**src/rtl/heart_pkg.sv**
```systemverilog
// Shared types and helpers for the heart (player soul) controller.
package heart_pkg;

    localparam int HP_W = 8;

    typedef enum logic [1:0] {
        ST_ALIVE = 2'd0,
        ST_HURT  = 2'd1,
        ST_DEAD  = 2'd2
    } state_t;

    // Subtract that floors at zero instead of wrapping.
    function automatic logic [HP_W-1:0] sat_sub(input logic [HP_W-1:0] a,
                                                input logic [HP_W-1:0] b);
        return (a > b) ? (a - b) : '0;
    endfunction

endpackage

```
**src/rtl/heart_axis.sv**
```systemverilog
// One axis of heart movement: steps by +/-VELOCITY when enabled and
// saturates onto [LO, HI] rather than refusing or wrapping.
module heart_axis #(
    parameter int W        = 16,
    parameter int LO       = 0,
    parameter int HI       = 100,
    parameter int VELOCITY = 1
) (
    input  logic         i_clk,
    input  logic         i_rst,
    input  logic         i_en,
    input  logic         i_inc,
    input  logic         i_dec,
    input  logic [W-1:0] i_init,
    output logic [W-1:0] o_pos
);

    localparam logic signed [W+1:0] LO_S  = (W+2)'(LO);
    localparam logic signed [W+1:0] HI_S  = (W+2)'(HI);
    localparam logic signed [W+1:0] VEL_S = (W+2)'(VELOCITY);

    logic [W-1:0]        pos_reg;
    logic [W-1:0]        pos_next;
    logic signed [W+1:0] cur_s;
    logic signed [W+1:0] nx_s;

    assign cur_s = $signed({2'b00, pos_reg});

    // Two spare bits keep a step past either edge from wrapping before the clamp.
    always_comb begin
        nx_s = cur_s;
        if (i_inc) nx_s = nx_s + VEL_S;
        if (i_dec) nx_s = nx_s - VEL_S;
        pos_next = pos_reg;
        if (i_en) begin
            if (nx_s < LO_S)
                pos_next = LO_S[W-1:0];
            else if (nx_s > HI_S)
                pos_next = HI_S[W-1:0];
            else
                pos_next = nx_s[W-1:0];
        end
    end

    always_ff @(posedge i_clk) begin
        if (i_rst)
            pos_reg <= i_init;
        else
            pos_reg <= pos_next;
    end

    assign o_pos = pos_reg;

endmodule

```
**src/rtl/heart_ctrl.sv**
```systemverilog
// Player soul controller: clamped WASD movement inside the fight box,
// HP tracking with an invulnerable/blinking HURT window and a DEAD lock-out.
module heart_ctrl
    import heart_pkg::*;
#(
    parameter int W          = 16,
    parameter int F_WIDTH    = 150,
    parameter int F_HEIGHT   = 150,
    parameter int FX         = 245,
    parameter int FY         = 230,
    parameter int R          = 5,
    parameter int C_X        = 75,
    parameter int C_Y        = 75,
    parameter int VELOCITY   = 5,
    parameter int HP_MAX     = 20,
    parameter int DAMAGE     = 4,
    parameter int INV_FRAMES = 60,
    parameter int BLINK      = 4
) (
    input  logic            i_clk,
    input  logic            i_rst,
    input  logic            i_ani_stb,
    input  logic            i_animate,
    input  logic            i_w_key,
    input  logic            i_a_key,
    input  logic            i_s_key,
    input  logic            i_d_key,
    input  logic            i_hit,
    output logic [W-1:0]    o_cx,
    output logic [W-1:0]    o_cy,
    output logic [W-1:0]    o_r,
    output logic [HP_W-1:0] o_hp,
    output logic            o_visible,
    output logic            o_hurt,
    output logic            o_dead
);

    localparam int INV_W = $clog2(INV_FRAMES + 1);
    localparam int BLK_W = $clog2(BLINK + 1);

    state_t           state_reg, state_next;
    logic [HP_W-1:0]  hp_reg, hp_next, hp_hit;
    logic [INV_W-1:0] inv_reg, inv_next;
    logic [BLK_W-1:0] blink_reg, blink_next;
    logic             vis_reg, vis_next;
    logic             step;
    logic             move_en;
    logic [1:0]       inc_keys;
    logic [1:0]       dec_keys;
    logic [W-1:0]     pos [2];

    assign step     = i_ani_stb & i_animate;
    assign move_en  = step & (state_reg != ST_DEAD);
    assign hp_hit   = sat_sub(hp_reg, HP_W'(DAMAGE));
    assign inc_keys = {i_s_key, i_d_key};
    assign dec_keys = {i_w_key, i_a_key};

    // Index 0 is x (d/a), index 1 is y (s/w).
    generate
        for (genvar gi = 0; gi < 2; gi++) begin : g_axis
            localparam int LO   = (gi == 0) ? FX + R : FY + R;
            localparam int HI   = (gi == 0) ? FX + F_WIDTH - R : FY + F_HEIGHT - R;
            localparam int INIT = (gi == 0) ? FX + C_X : FY + C_Y;
            heart_axis #(
                .W        (W),
                .LO       (LO),
                .HI       (HI),
                .VELOCITY (VELOCITY)
            ) u_axis (
                .i_clk  (i_clk),
                .i_rst  (i_rst),
                .i_en   (move_en),
                .i_inc  (inc_keys[gi]),
                .i_dec  (dec_keys[gi]),
                .i_init (W'(INIT)),
                .o_pos  (pos[gi])
            );
        end
    endgenerate

    always_ff @(posedge i_clk) begin
        if (i_rst)
            state_reg <= ST_ALIVE;
        else
            state_reg <= state_next;
    end

    always_comb begin
        state_next = state_reg;
        case (state_reg)
            ST_ALIVE: if (i_hit) state_next = (hp_hit == '0) ? ST_DEAD : ST_HURT;
            ST_HURT:  if (step && inv_reg == INV_W'(1)) state_next = ST_ALIVE;
            ST_DEAD:  state_next = ST_DEAD;
            default:  state_next = ST_ALIVE;
        endcase
    end

    // HURT ignores i_hit, which is what turns a held hit level into a single hit.
    always_comb begin
        hp_next    = hp_reg;
        inv_next   = inv_reg;
        blink_next = blink_reg;
        vis_next   = vis_reg;
        case (state_reg)
            ST_ALIVE: begin
                if (i_hit) begin
                    hp_next = hp_hit;
                    if (hp_hit == '0) begin
                        vis_next = 1'b1;
                    end else begin
                        inv_next   = INV_W'(INV_FRAMES);
                        blink_next = BLK_W'(BLINK);
                        vis_next   = 1'b0;
                    end
                end
            end
            ST_HURT: begin
                if (step) begin
                    if (inv_reg == INV_W'(1)) begin
                        inv_next   = '0;
                        blink_next = '0;
                        vis_next   = 1'b1;
                    end else begin
                        inv_next = inv_reg - INV_W'(1);
                        if (blink_reg <= BLK_W'(1)) begin
                            blink_next = BLK_W'(BLINK);
                            vis_next   = ~vis_reg;
                        end else begin
                            blink_next = blink_reg - BLK_W'(1);
                        end
                    end
                end
            end
            default: begin
                hp_next  = '0;
                vis_next = 1'b1;
            end
        endcase
    end

    always_ff @(posedge i_clk) begin
        if (i_rst) begin
            hp_reg    <= HP_W'(HP_MAX);
            inv_reg   <= '0;
            blink_reg <= '0;
            vis_reg   <= 1'b1;
        end else begin
            hp_reg    <= hp_next;
            inv_reg   <= inv_next;
            blink_reg <= blink_next;
            vis_reg   <= vis_next;
        end
    end

    always_comb begin
        o_hurt    = (state_reg == ST_HURT);
        o_dead    = (state_reg == ST_DEAD);
        o_visible = vis_reg;
        o_hp      = hp_reg;
        o_cx      = pos[0];
        o_cy      = pos[1];
        o_r       = W'(R);
    end

endmodule

```
**config.mk**
```make
export PLATFORM = sky130hd
export DESIGN_NAME = heart_ctrl
export DESIGN_NICKNAME = d
export VERILOG_FILES = /design/src/rtl/heart_pkg.sv /design/src/rtl/heart_axis.sv /design/src/rtl/heart_ctrl.sv
export SDC_FILE = /design/constraint.sdc
export NUM_CORES = 1
export LEC_CHECK = 0
export BUFFER_PORTS_ARGS = -buffer_cell sky130_fd_sc_hd__buf_4
export CAP_MARGIN = 20
export CORE_AREA = 2 2 127 80
export CTS_CLUSTER_SIZE = 40
export DETAILED_ROUTE_END_ITERATION = 10
export DIE_AREA = 0 0 129 82
export HOLD_SLACK_MARGIN = 0.05
export PLACE_DENSITY = 0.75
export SKIP_LAST_GASP = 1
export SYNTH_ARGS = -nofsm -noshare
export SYNTH_HDL_FRONTEND = slang
export SYNTH_HIERARCHICAL = 1
export SYNTH_SLANG_ARGS = --single-unit
```
**constraint.sdc**
```tcl
create_clock -name i_clk -period 3.26 [get_ports i_clk]
set_input_delay 0.489 -clock i_clk [delete_from_list [all_inputs] [get_ports i_clk]]
set_output_delay 0.489 -clock i_clk [all_outputs]
set_load 0.01 [all_outputs]
```
==> metrics.cfg <==
[floorplanning]
core_um2 = 9490
dieWidth_um = 129
start_util_pct = 52.5
rows = 28
io_pins = 68
die_area_um2 = 10600
die_height_um = 82

[setup_path]
r2r_end = g_axis[1].u_axis/o_pos[2]
cp-startpoint = g_axis[1].u_axis/o_pos[1]
cp-end-kind = flip-flop
path_max_fanout = 5
path_cells = ha_2, mux2i_4, ha_2, nor2_1, mux2i_1, and3_1, or4b_4, o21bai_1, nand3_1, nand4_2, nor2b_4, a211o_1
crit_top_cell = ha_2
start_kind = flip-flop
crit_slowest_cell = or4b_4
cp.arrival_ps = 3270
cp-endpoint = g_axis[1].u_axis/o_pos[2]
reg2reg_depth = 12
worstReg2RegStart = g_axis[1].u_axis/o_pos[1]
required_ps = 3310
critPathKind = reg -> reg
r2r_slack_ps = 40
critPathMaxStageDelay_ps = 500

[clock_tree]
cts_buffers = 5
post_cts_hold_buffer_count = 0
clock_path_buffers = 2
clk_latency_ps = 300
clk_pin_slew_ps = 70
h-tree-depth = 2
clkSinkCount = 52
cts_tree = done
clockRootBuffer = clkbuf_16

[sta]
drv_slew = 0
finalCritPeriodShare_pct = 98.7
hold_viol = 0
finalClockSkew_ps = 9.80
setup_violations = 0
fmax_mhz = 311
min_period_ps = 3220
fin_setup_tns_ps = 0
tightest_slew_ps = 520
timing.slew.headroom_pct = 65.3

[logic_synthesis]
synthCells = 575
synth-main-ff-cell = edfxtp_1
async_flop_share_pct = 0
syn_area_um2 = 4980
ys_ff_latch = 52
postSynthAreaPerCell_um2 = 8.66
synth_edf_count = 32
ys_seq_area_share_pct = 27.3
yosys_warnings = 6
ys_types = 96

[global_route]
grt_pass1_vias = 4229
grt_usage_pct = 25.8
grt_overflow = 0
antenna_found_initial = 0
grt_pass1_wl_um = 21500
grt_max_degree = 45

[layout]
diodes = 0
final_util_pct = 65.0
final_common_cell = buf_4
largest_reg_flops = 32
layout_common_cells = 104 x buf_4, 48 x conb_1, 36 x nor2_1, 34 x nand2_1, 32 x edfxtp_1
drive_above_1_share_pct = 29.1
syn_to_final_growth_pct = 23.9
nNetsFinal = 705

[power_and_ir_drop]
vdd_drop_max_mv = 0.278
power_density_nw_per_um2 = 416
p_leak_nw = 2.41

[job]
cap_viol_max_count = 0

[routing]
drt-initial-drc-count = 466
viasPerCell = 6.02
drtAntennaViolNets = 0
drc = 0
drt_first_pass_iters = 5
route.vias.total = 4949
finalWirelength_um = 14100
wl_per_cell_um = 17.2

[min_path]
hold_depth = 2
holdCritPathClass = reg -> reg

[placement]
hpwlAfterDp_um = 10400
io_buffers = 51
gp_congestion = 0.987

[outcome]
outcome = finished, final reports clean

[synthesized netlist by cell type (all sizes together) (9+ instances only)]
library cell / n / area share (%)
and2: 16 / 2.0
a31oi: 9 / 1.1
nand4: 15 / 2.3
mux2i: 10 / 2.0
nor2b: 15 / 2.0
nor2: 43 / 3.4
o21ai: 28 / 3.1
buf: 34 / 5.1
dfxtp: 20 / 8.0
nor4: 12 / 2.1
a21oi: 28 / 3.8
clkbuf: 12 / 0.90
xor2: 16 / 2.8
ha: 10 / 2.5
edfxtp: 32 / 19
xnor2: 31 / 5.6
nand3: 22 / 2.3
inv: 25 / 1.9
nand2: 34 / 2.6
nor3: 21 / 2.4
[cell families after synthesis]
logic type	after synthesis	share of synthesized area, %
XOR/XNOR	47	8.41
AND/OR/NAND/NOR	231	27.0
other	2	0.151
flip-flops	52	27.3
multiplexers	13	2.69
adder cells (fa/ha/maj)	10	2.51
buffers and inverters	71	7.89
AO/OA/AOI/OAI	149	24.1
[worst min-delay path by stage]
stage | start | to | slack, ps
after floorplan | blink_reg[1] | blink_reg[1] | 440
after global placement | inv_reg[4] | inv_reg[4] | 460
after detailed placement | blink_reg[1] | blink_reg[1] | 460
after CTS | blink_reg[1] | blink_reg[1] | 470
after global routing | blink_reg[1] | blink_reg[1] | 500
final | blink_reg[1] | blink_reg[1] | 470
[timing repair]
action,in CTS,in global routing
endpoints found under the setup margin,5,18
pin swaps,0,17
resized for setup,3,34
buffers inserted,0,11
[routing by layer]
layer	part of all wire (%)	wire length [um]	up-vias	track usage, %
met3	8.5	1210	26	4.36
met4	1.4	199	0	5.65
li1	-	-	2314	-
met5	0	0	-	0
met2	43	6140	230	37.1
met1	47	6580	2379	39.9
[critical path: cells and delay by family (launching register included)]
family | cells | cell delay (ps)
AOI/OAI and AO/OA | 2 | 430
adders and majority gates | 2 | 550
DFF | 1 | 410
muxes | 2 | 340
and+or+nand+nor | 6 | 1240
[area by class of cell]
class                      instances  area (um2)
fill                             802        3320
multi-input combinational        498        3610
clock buffer                       5         125
clock inverter                     3        28.8
inverter                          25        93.8
sequential                        52        1360
tap                              135         169
timing repair buffer             104         781
[through the flow]
step / hold WS, ps / total power [W] / area, um2 / std cells / setup slack, ps
floorplan: 445 / 0.00162 / 5180 / 621 / 27.5
global placement: 455 / 0.00188 / 5730 / 803 / 42.0
detailed placement: 459 / 0.00192 / 5730 / 803 / -53.1
CTS: 470 / 0.00248 / 5900 / 811 / -3.62
global route: 497 / 0.00271 / 6170 / 822 / -46.9
finish: 467 / 0.00257 / 6170 / 822 / 42.7
[where the power goes]
part           internal (W)  leakage [nW]  total [W]  switching (W)
clock              0.000296        0.0767   0.000553       0.000258
combinational      0.000484          1.85    0.00110       0.000616
sequential         0.000785         0.483   0.000917       0.000131
total               0.00156          2.41    0.00257        0.00101
No activity file was read; power rests on OpenSTA's default activity.
